===== config.mk =====
export PLATFORM = sky130hd
export DESIGN_NAME = mem_arbiter
export DESIGN_NICKNAME = d
export VERILOG_FILES = /design/src/rtl/mem_arbiter.sv
export SDC_FILE = /design/constraint.sdc
export NUM_CORES = 1
export LEC_CHECK = 0
export ABC_AREA = 1
export CORE_UTILIZATION = 25
export DETAILED_ROUTE_END_ITERATION = 8
export PLACE_DENSITY = 0.63
export SLEW_MARGIN = 20
export SYNTH_ARGS = -nofsm -noshare
export SYNTH_HDL_FRONTEND = slang
export SYNTH_SLANG_ARGS = --single-unit

===== constraint.sdc =====
create_clock -name clk -period 4.18 [get_ports clk]
set_clock_uncertainty 0.1 [all_clocks]
set_input_delay 0.836 -clock clk [delete_from_list [all_inputs] [get_ports clk]]
set_output_delay 0.836 -clock clk [all_outputs]
set_load 0.03 [all_outputs]

===== src/rtl/mem_arbiter.sv =====
// Shares one single-port memory between instruction fetch and data access.
// The core stalls on wait_sig; a cycle counter aborts accesses the memory never completes.
module mem_arbiter #(
  parameter logic [15:0] TIMEOUT   = 16'd1023,
  parameter logic [31:0] NOP_INSTR = 32'h00000013
) (
  input  logic        clk,
  input  logic        rst_n,
  input  logic [31:0] pc,
  output logic [31:0] instruction,
  input  logic        data_access,
  input  logic [31:0] address,
  input  logic [31:0] write_data,
  input  logic        write_data_sig,
  output logic [31:0] read_data,
  output logic        wait_sig,
  output logic        bus_error,
  output logic        mem_req,
  output logic        mem_we,
  output logic [31:0] mem_address,
  output logic [31:0] mem_wdata,
  input  logic [31:0] mem_rdata,
  input  logic        mem_ready,
  output logic [1:0]  fsm_state
);

  typedef enum logic [1:0] {
    IDLE   = 2'd0,
    FETCH  = 2'd1,
    DATA   = 2'd2,
    COMMIT = 2'd3
  } state_t;

  state_t      state;
  state_t      state_nxt;
  logic [15:0] wait_cnt;
  logic        data_done;
  logic        in_access;
  logic        done;
  logic        timed_out;
  logic        commit_now;

  assign fsm_state = state;

  // Memory handshake: a request (mem_req with address/we/wdata) is held
  // unchanged until the edge at which mem_ready=1 completes it, or until the
  // wait counter aborts it; mem_ready is only looked at while mem_req=1.
  always_comb begin
    in_access   = (state == FETCH) || (state == DATA);
    done        = in_access && mem_ready;
    timed_out   = in_access && !mem_ready && (wait_cnt == TIMEOUT);
    // COMMIT doubles as the decision step: an undone data access diverts to DATA.
    commit_now  = (state == COMMIT) && !(data_access && !data_done);

    state_nxt   = state;
    mem_req     = 1'b0;
    mem_we      = 1'b0;
    mem_address = 32'h0;
    mem_wdata   = 32'h0;
    wait_sig    = 1'b1;

    case (state)
      IDLE:   state_nxt = FETCH;
      FETCH:  if (done || timed_out) state_nxt = COMMIT;
      DATA:   if (done || timed_out) state_nxt = COMMIT;
      COMMIT: state_nxt = commit_now ? FETCH : DATA;
      default: state_nxt = IDLE;
    endcase

    if (rst_n) begin
      case (state)
        FETCH: begin
          mem_req     = 1'b1;
          mem_address = pc;
        end
        DATA: begin
          mem_req     = 1'b1;
          mem_we      = write_data_sig;
          mem_address = address;
          mem_wdata   = write_data;
        end
        COMMIT:  wait_sig = !commit_now;
        default: ;
      endcase
    end
  end

  always_ff @(posedge clk) begin
    if (!rst_n) begin
      state       <= IDLE;
      instruction <= NOP_INSTR;
      read_data   <= 32'h0;
      bus_error   <= 1'b0;
      wait_cnt    <= 16'h0;
      data_done   <= 1'b0;
    end else begin
      state     <= state_nxt;
      bus_error <= timed_out;

      if (!in_access && ((state_nxt == FETCH) || (state_nxt == DATA)))
        wait_cnt <= 16'h0;
      else if (in_access && !mem_ready)
        wait_cnt <= wait_cnt + 16'd1;

      if (state == FETCH) begin
        if (mem_ready)      instruction <= mem_rdata;
        else if (timed_out) instruction <= NOP_INSTR;
      end

      // Stores never touch read_data, whether they complete or abort.
      if (state == DATA && !write_data_sig) begin
        if (mem_ready)      read_data <= mem_rdata;
        else if (timed_out) read_data <= 32'h0;
      end

      if ((state == DATA && (done || timed_out)) || (state == FETCH && timed_out))
        data_done <= 1'b1;
      else if (commit_now)
        data_done <= 1'b0;
    end
  end

endmodule


==> impl.org, run 1 <==
** Job
- Across the run, the number of max-cap violations was 0.

** Timing
- Pins over their slew limit :: 0
- Final setup slack of the worst path :: 0.8430 ns
- Setup repair after global routing missed its margin :: false
- Maximum clock rate :: 0.2997 GHz
- The clock period could shrink to 3.337 ns.
- The final critical path takes up 79.83% of the cycle.
- Headroom to the max-slew limit came out at 42.09%.
- Final total negative setup slack :: 0 ns
- Transition time at the pin with the least slew margin :: 0.8674 ns
- Setup violations remaining at the end of the flow were counted as 0.
- Final hold violation count :: 0

** Drt
- Vias :: 4652
- Drt first-iter violations :: 254
- Wire length per cell :: 13.65 microns
- The first detailed-routing pass took 4 iterations.
- Using the TritonRoute via totals, the vias-per-cell ratio works out to 4.288.
- Post-detailed-routing wire length :: 14810 microns
- DRT antenna net count :: 0
- In the routed design, unresolved DRC markers number 0.

** CTS
- Buffers inserted during clock tree synthesis total 9.
- Clock-pin slew of the registers on the worst-case setup and hold paths :: 0.06 ns
- TritonCTS built the clock tree.
- For this design, the sink count on the clock tree is 84.
- Resized Gates After CTS :: 0
- The clock passes through at most 2 buffers.
- In this run, post-CTS hold repair placed 0 buffers.
- Number of buffers added for setup after CTS :: 0
- At the later pin of the worst-skew pair, clock insertion delay measures 0.34 ns.
- The H-tree was split into 3 levels.
- The root buffer cell chosen for the clock tree is clkbuf_16.

** Floorplanning
- The region available for standard cell placement spans 15430 sq um.
- Die Height :: 128.8 microns
- The die is 128.8 microns wide.
- I/O pins :: 267
- The die covers 16580 sq um.
- Number of placement rows :: 45
- Initial Utilization :: 26.04%

** Placed design
- The wire-length estimate of the detail-placed layout is 10870 microns.
- Setup Slack @ Placement :: 0.8250 ns
- Count of buffers inserted at the top-level ports :: 266
- After detailed placement, the design holds a cell count of 1069.
- GPL Wtd Cong :: 0.7954

** Global routing
- Antenna violations before repair :: 0
- Global-route wire length before repair :: 22780 microns
- Entering global routing, the biggest net connects 49 pins.
- Via count of the first global-routing pass :: 4385
- All-Layer GR Usage :: 17.64%
- Summed over all layers, the global routing overflow is 0.

** Synthesis
- Mapped Cells :: 617
- Net count after synthesis :: 755
- A synthesized cell averages 6.512 sq um.
- After synthesis the netlist holds a flip-flop and latch count of 84.
- The share of the Yosys chip area taken by registers is 41.86%.
- Total standard cell area after synthesis :: 4018 sq um
- Synthesis instantiated 21 different standard cells from the library.
- Yosys printed 0 warnings.

** Power and ir drop
- Sequential cells burn 34.6% of the power.
- Highest ir drop seen on vdd :: 0.0001615 V
- Cell internal power was estimated by the tool at 0.001672 W.
- In this run the power spent charging and discharging nets is 0.0008691 W.
- Clock network fraction of total power :: 32.4%
- Switching part of the total power :: 34.21%
- PD cells :: 363.5 nW/um^2
- Combinational logic is responsible for 33.0% of the overall power.
- Summed over all cells, the static leakage comes to 2.820 nW.

** Hold path
- The tightest min-delay check is of the reg -> reg type.

** Layout
- Of the cells placed in the final design, the portion with a size suffix greater than 1 is 12.36%.
- Layout overhead on the synthesized area :: 74.00%
- The layout has 1643 filler cells.
- The final layout contains 1007 nets.
- Once layout is complete, the cells apart from fillers number 1085.
- Final core occ :: 45.31%
- Antenna Cells :: 0

** Critical path
- The worst setup path is launched from a primary input.
- Critical Path Sink Type :: primary output
- Critical path type :: in -> out
- For the worst setup path, the data required time is 3.24 ns.
- In this run the worst path has a maximum fanout of 23.
- Critical path arrival :: 2.40 ns

** Outcome
- Status :: complete, no violations
==> worst max-delay path, cell delays in order <==
cell and delay [ns]:
clkdlybuf4s50_1 0.64, nand2_1 0.12, buf_4 0.22, inv_1 0.34, buf_4 0.24
==> cells in the final DEF, fill, tap and decap left out, drive strengths merged <==
master	Yosys	final
dfxtp	84	84
a21boi	1	1
buf	9	74
nand3	16	16
nand2	231	231
ha	5	5
or2	4	4
a21oi	102	102
nand3b	1	1
nor3	3	3
nor3b	2	2
clkinv	0	3
nor2	65	65
bufinv	0	1
clkbuf	24	10
clkdlybuf4s50	0	200
o21ai	11	11
inv	57	59
xor2	2	2
==> kinds of logic (layout without fill, tap and decap cells) <==
| family | Yosys count | count (layout) | share of synthesized area (%) |
|---|---|---|---|
| AOI/OAI and AO/OA | 114 | 114 | 14.26 |
| xor gates and xnor gates | 2 | 2 | 0.4361 |
| adders and majority gates | 5 | 5 | 1.557 |
| buffers and inverters | 90 | 347 | 9.623 |
| DFF | 84 | 84 | 41.86 |
| and+or+nand+nor | 322 | 322 | 32.26 |
==> worst paths after layout <==
| path | from | to | slack [ns] | depth (start not counted) |
|---|---|---|---|---|
| worst max register to register | fsm_state[1] | instruction[24] | 1.86 | 7 |
| worst min-delay path | instruction[24] | instruction[24] | 0.36 | 2 |
| worst max-delay path | rst_n | mem_req | 0.84 | 5 |
| worst min register to register | instruction[24] | instruction[24] | 0.36 | 2 |
==> layout make-up <==
class / instances / area, sq um / area share (%)
Timing Repair Buffer: 274 / 2570 / 36.76
Inverter: 57 / 214.0 / 3.061
Clock buffer: 10 / 239.0 / 3.419
Tap cell: 211 / 264.0 / 3.777
Multi-Input combinational cell: 443 / 1952 / 27.92
Clock inverter: 6 / 70.07 / 1.002
Sequential cell: 84 / 1682 / 24.06
==> flip-flops by register name (all words and copies together), names as in the netlist <==
| register | count |
|---|---|
| data_done | 1 |
| bus_error | 1 |
| fsm_state | 2 |
| wait_cnt | 16 |
| read_data | 32 |
| instruction | 32 |
==> power by group through the flow <==
stage                     sequential, W  clock (W)  combinational, W
after floorplan                0.000986          0          0.000384
after global placement         0.000896          0          0.000849
after detailed placement       0.000897          0          0.000847
after CTS                      0.000880   0.000851          0.000851
after global routing           0.000886   0.000882          0.000918
final                          0.000880   0.000822          0.000839
==> metrics by stage <==
step | hold WS, ns | total power [W] | cell area, sq um
floorplan | 0.3387 | 0.001369 | 4018
global placement | 0.3486 | 0.001745 | 6681
detailed placement | 0.3498 | 0.001744 | 6681
CTS | 0.3612 | 0.002582 | 6990
global route | 0.3759 | 0.002686 | 6990
finish | 0.3581 | 0.002541 | 6990
==> cells in the mapped netlist, drive strengths merged <==
master / count / share of area (%)
nor3: 3 / 0.37
dfxtp: 84 / 42
ha: 5 / 1.6
o21ai: 11 / 1.4
a21oi: 102 / 13
or2: 4 / 0.62
a21boi: 1 / 0.19
nand3: 16 / 2.0
nand3b: 1 / 0.19
buf: 9 / 2.1
nor2: 65 / 6.3
nand2: 231 / 22
xor2: 2 / 0.44
nor3b: 2 / 0.37
inv: 57 / 5.3
clkbuf: 24 / 2.2
==> layer usage <==
layer  global-route usage (%)  part of all wire (%)  vias to the layer above
met5                        0                     0                        -
met4                    5.606                   1.4                        0
met3                    4.865                   7.7                       14
met2                    30.68                    49                      178
met1                    20.96                    42                     2034
li1                         -                     -                     2426
(Power assumes the default switching activity.)
==> inputs of run 2 (changes only) <==
Clock period 4.18 ns to 3.2 ns, I/O delays scaled along.
==> run 2 against run 1 <==
Setup slack worse by 0.45 ns; power up 27%; global-route usage down 0.21 points; critical path type unchanged; critical endpoint is now mem_address[23]; largest power group unchanged; highest routed layer unchanged.
==> impl.org, run 2 (synthesized netlist as in run 1, its figures left out) <==
** Outcome
- Status :: complete, no violations

** Drt
- The total wire length after detailed routing is 14670 microns (-0.97%).
- The first-pass iteration count of the detailed router came to 4 (unchanged).
- The initial DRC count was 233 (-8.3%).
- The via density per instance came to 4.287 (about the same).
- DRT antenna net count :: 0 (unchanged)
- The total DRC errors in the routed layout came to 0 (unchanged).
- Vias :: 4656 (+0.086%)
- Wire length per cell :: 13.51 microns (-1.1%)

** Floorplanning
- The I/O pin count came to 267 (unchanged).
- Floorplan die area :: 16580 sq um (unchanged)
- Die Width :: 128.8 microns (unchanged)
- The initial standard-cell utilization of the core was 26.04% (unchanged).
- The overall die height is 128.8 microns (unchanged).
- Number of placement rows :: 45 (unchanged)
- The core outline area came to 15430 sq um (unchanged).

** CTS
- The number of clock sinks seen by CTS is 84 (unchanged).
- The number of buffers added by the clock tree synthesis step came to 9 (unchanged).
- The clock insertion delay at the later pin of the skew report is 0.34 ns (about the same).
- Hold buffers post-CTS :: 0 (unchanged)
- The buffers inserted during post-CTS setup optimization came to 0 (unchanged).
- The maximum count of clock buffers along a single path came to 2 (unchanged).
- Clock tree from TritonCTS :: yes
- The post-cts gate resize count was 0 (unchanged).
- The clock slew seen by the registers of the worst setup and hold paths is 0.06 ns (about the same).
- Clock Root Buffer :: clkbuf_16
- The depth of the CTS H-tree is 3 (unchanged).

** Placed design
- Half-perimeter wire length of the detailed placement result :: 10960 microns (+0.85%)
- Count of buffers inserted at the top-level ports :: 266 (unchanged)
- Number of instances in the placed design :: 1070 (+0.094%)
- The last weighted congestion value of the routability-driven placer came to 0.8275 (+4.0%).

** Critical path
- Worst setup SP type :: primary input
- Launch point of the critical path :: rst_n
- Required time at the worst-slack endpoint :: 2.46 ns (-0.78 ns)
- Critical path type :: in -> out
- Critical Path Sink Type :: primary output
- Launch point of the worst reg-to-reg path :: fsm_state[1]
- The data arrival time of the critical path is 2.07 ns (-0.33 ns).
- Peak fanout along the critical path :: 34 (+48%)

** Power and ir drop
- Post-layout total power :: 0.003224 W (+27%)
- The leakage power figure came to 2.822 nW (about the same).
- The power density normalized to cell area came to 460.4 nW/um^2 (+27%).
- The largest voltage drop on the vdd net was 0.0002300 V (+42%).

** Layout
- The largest registers in the layout are instruction x32, read_data x32, wait_cnt x16.
- The count of filler cells inserted in the layout came to 1642 (-0.061%).
- Antenna Cells :: 0 (unchanged)
- Final core occ :: 45.39% (+0.081 points)
- The area growth from synthesis to layout is 74.31%.
- Leaving out fill and tap cells, the most frequent cells in the layout are nand2_1 (226), clkdlybuf4s50_1 (200), a21oi_1 (102), dfxtp_1 (84), buf_4 (71).
- The post-layout net count was 1008 (+0.099%).
- Leaving out fill and tap cells, the most frequent cell in the layout is nand2_1.
- Area taken by multi-input logic gates :: 1952 sq um (unchanged)
- Area occupied by registers :: 1682 sq um (unchanged)
- Layout Cells excl Fill :: 1086 (+0.092%)
- Share of post-route cells with drive strength above 1 :: 12.46% (+0.10 points)

** Timing
- Final total negative setup slack :: 0 ns (unchanged)
- Maximum clock rate :: 0.3565 GHz
- Final setup violation count :: 0 (unchanged)
- Transition time at the pin with the least slew margin :: 0.5893 ns (-0.2781 ns)
- Pins over their slew limit :: 0 (unchanged)
- Setup repair after global routing missed its margin :: false
- The worst slew slack as a fraction of its limit came to 60.71% (+19 points).
- Period Utilization, post-route :: 87.67%
- Hold Slack :: 0.3583 ns (+0.0001220 ns)
- Final critical path time including I/O delays and setup :: 2.805 ns
- Final hold violation count :: 0 (unchanged)

** Global routing
- Antenna violations before repair :: 0 (unchanged)
- Global-route wire length before repair :: 22360 microns (-1.8%)
- The via count of the first global-routing pass was 4292 (-2.1%).
- Grt total ovfl :: 0 (unchanged)
- The global-route total usage across every layer came to 17.43% (-0.21 points).
- Maximum number of pins on one net before global-route repair :: 65 (+33%)

** Hold path
- In this run the worst hold path is classified as reg -> reg.
- Hold wc startpoint :: instruction[25]

** Job
- The number of maximum-capacitance constraint violations came to 0 (unchanged).
run 2: layout make-up:
type | count | area share (%)
sequential | 84 | 24.01
tap | 211 | 3.770
clock inverter | 7 | 0.7325
inverter | 57 | 3.055
clock buffer | 9 | 3.216
timing repair buffer | 275 | 37.34
multi-input combinational | 443 | 27.87
run 2: through the flow:
step	cell area, sq um	worst slack, ns
floorplan	4018	0.5275
global placement	6726	0.4191
detailed placement	6726	0.4136
CTS	7003	0.3981
global route	7003	0.3263
finish	7003	0.3946
run 2: final timing paths:
kind	to	slack, ns	cells past startpoint
hold / removal	instruction[25]	0.36	2
setup / recovery	mem_address[23]	0.39	5
setup reg to reg	instruction[24]	0.98	7
hold reg to reg	instruction[25]	0.36	2
run 2: power by group:
group	internal (W)	switching, W
clock network	0.000530	0.000441
registers	0.00111	0.0000369
logic	0.000451	0.000654
run 2: worst max-delay path, stage by stage:
cell and delay, ns:
clkdlybuf4s50_1 0.65, nand2_1 0.21, buf_12 0.22, a21oi_1 0.16, buf_4 0.19
run 2: metal layers:
| metal | share of wire, % | wire length (microns) | vias to the layer above | GRT usage [%] |
|---|---|---|---|---|
| li1 | - | - | 2425 | - |
| met1 | 42 | 6180 | 2036 | 20.46 |
| met2 | 49 | 7194 | 185 | 30.59 |
| met3 | 7.5 | 1102 | 10 | 4.990 |
| met4 | 1.3 | 191 | 0 | 5.329 |
| met5 | 0 | 0 | - | 0 |
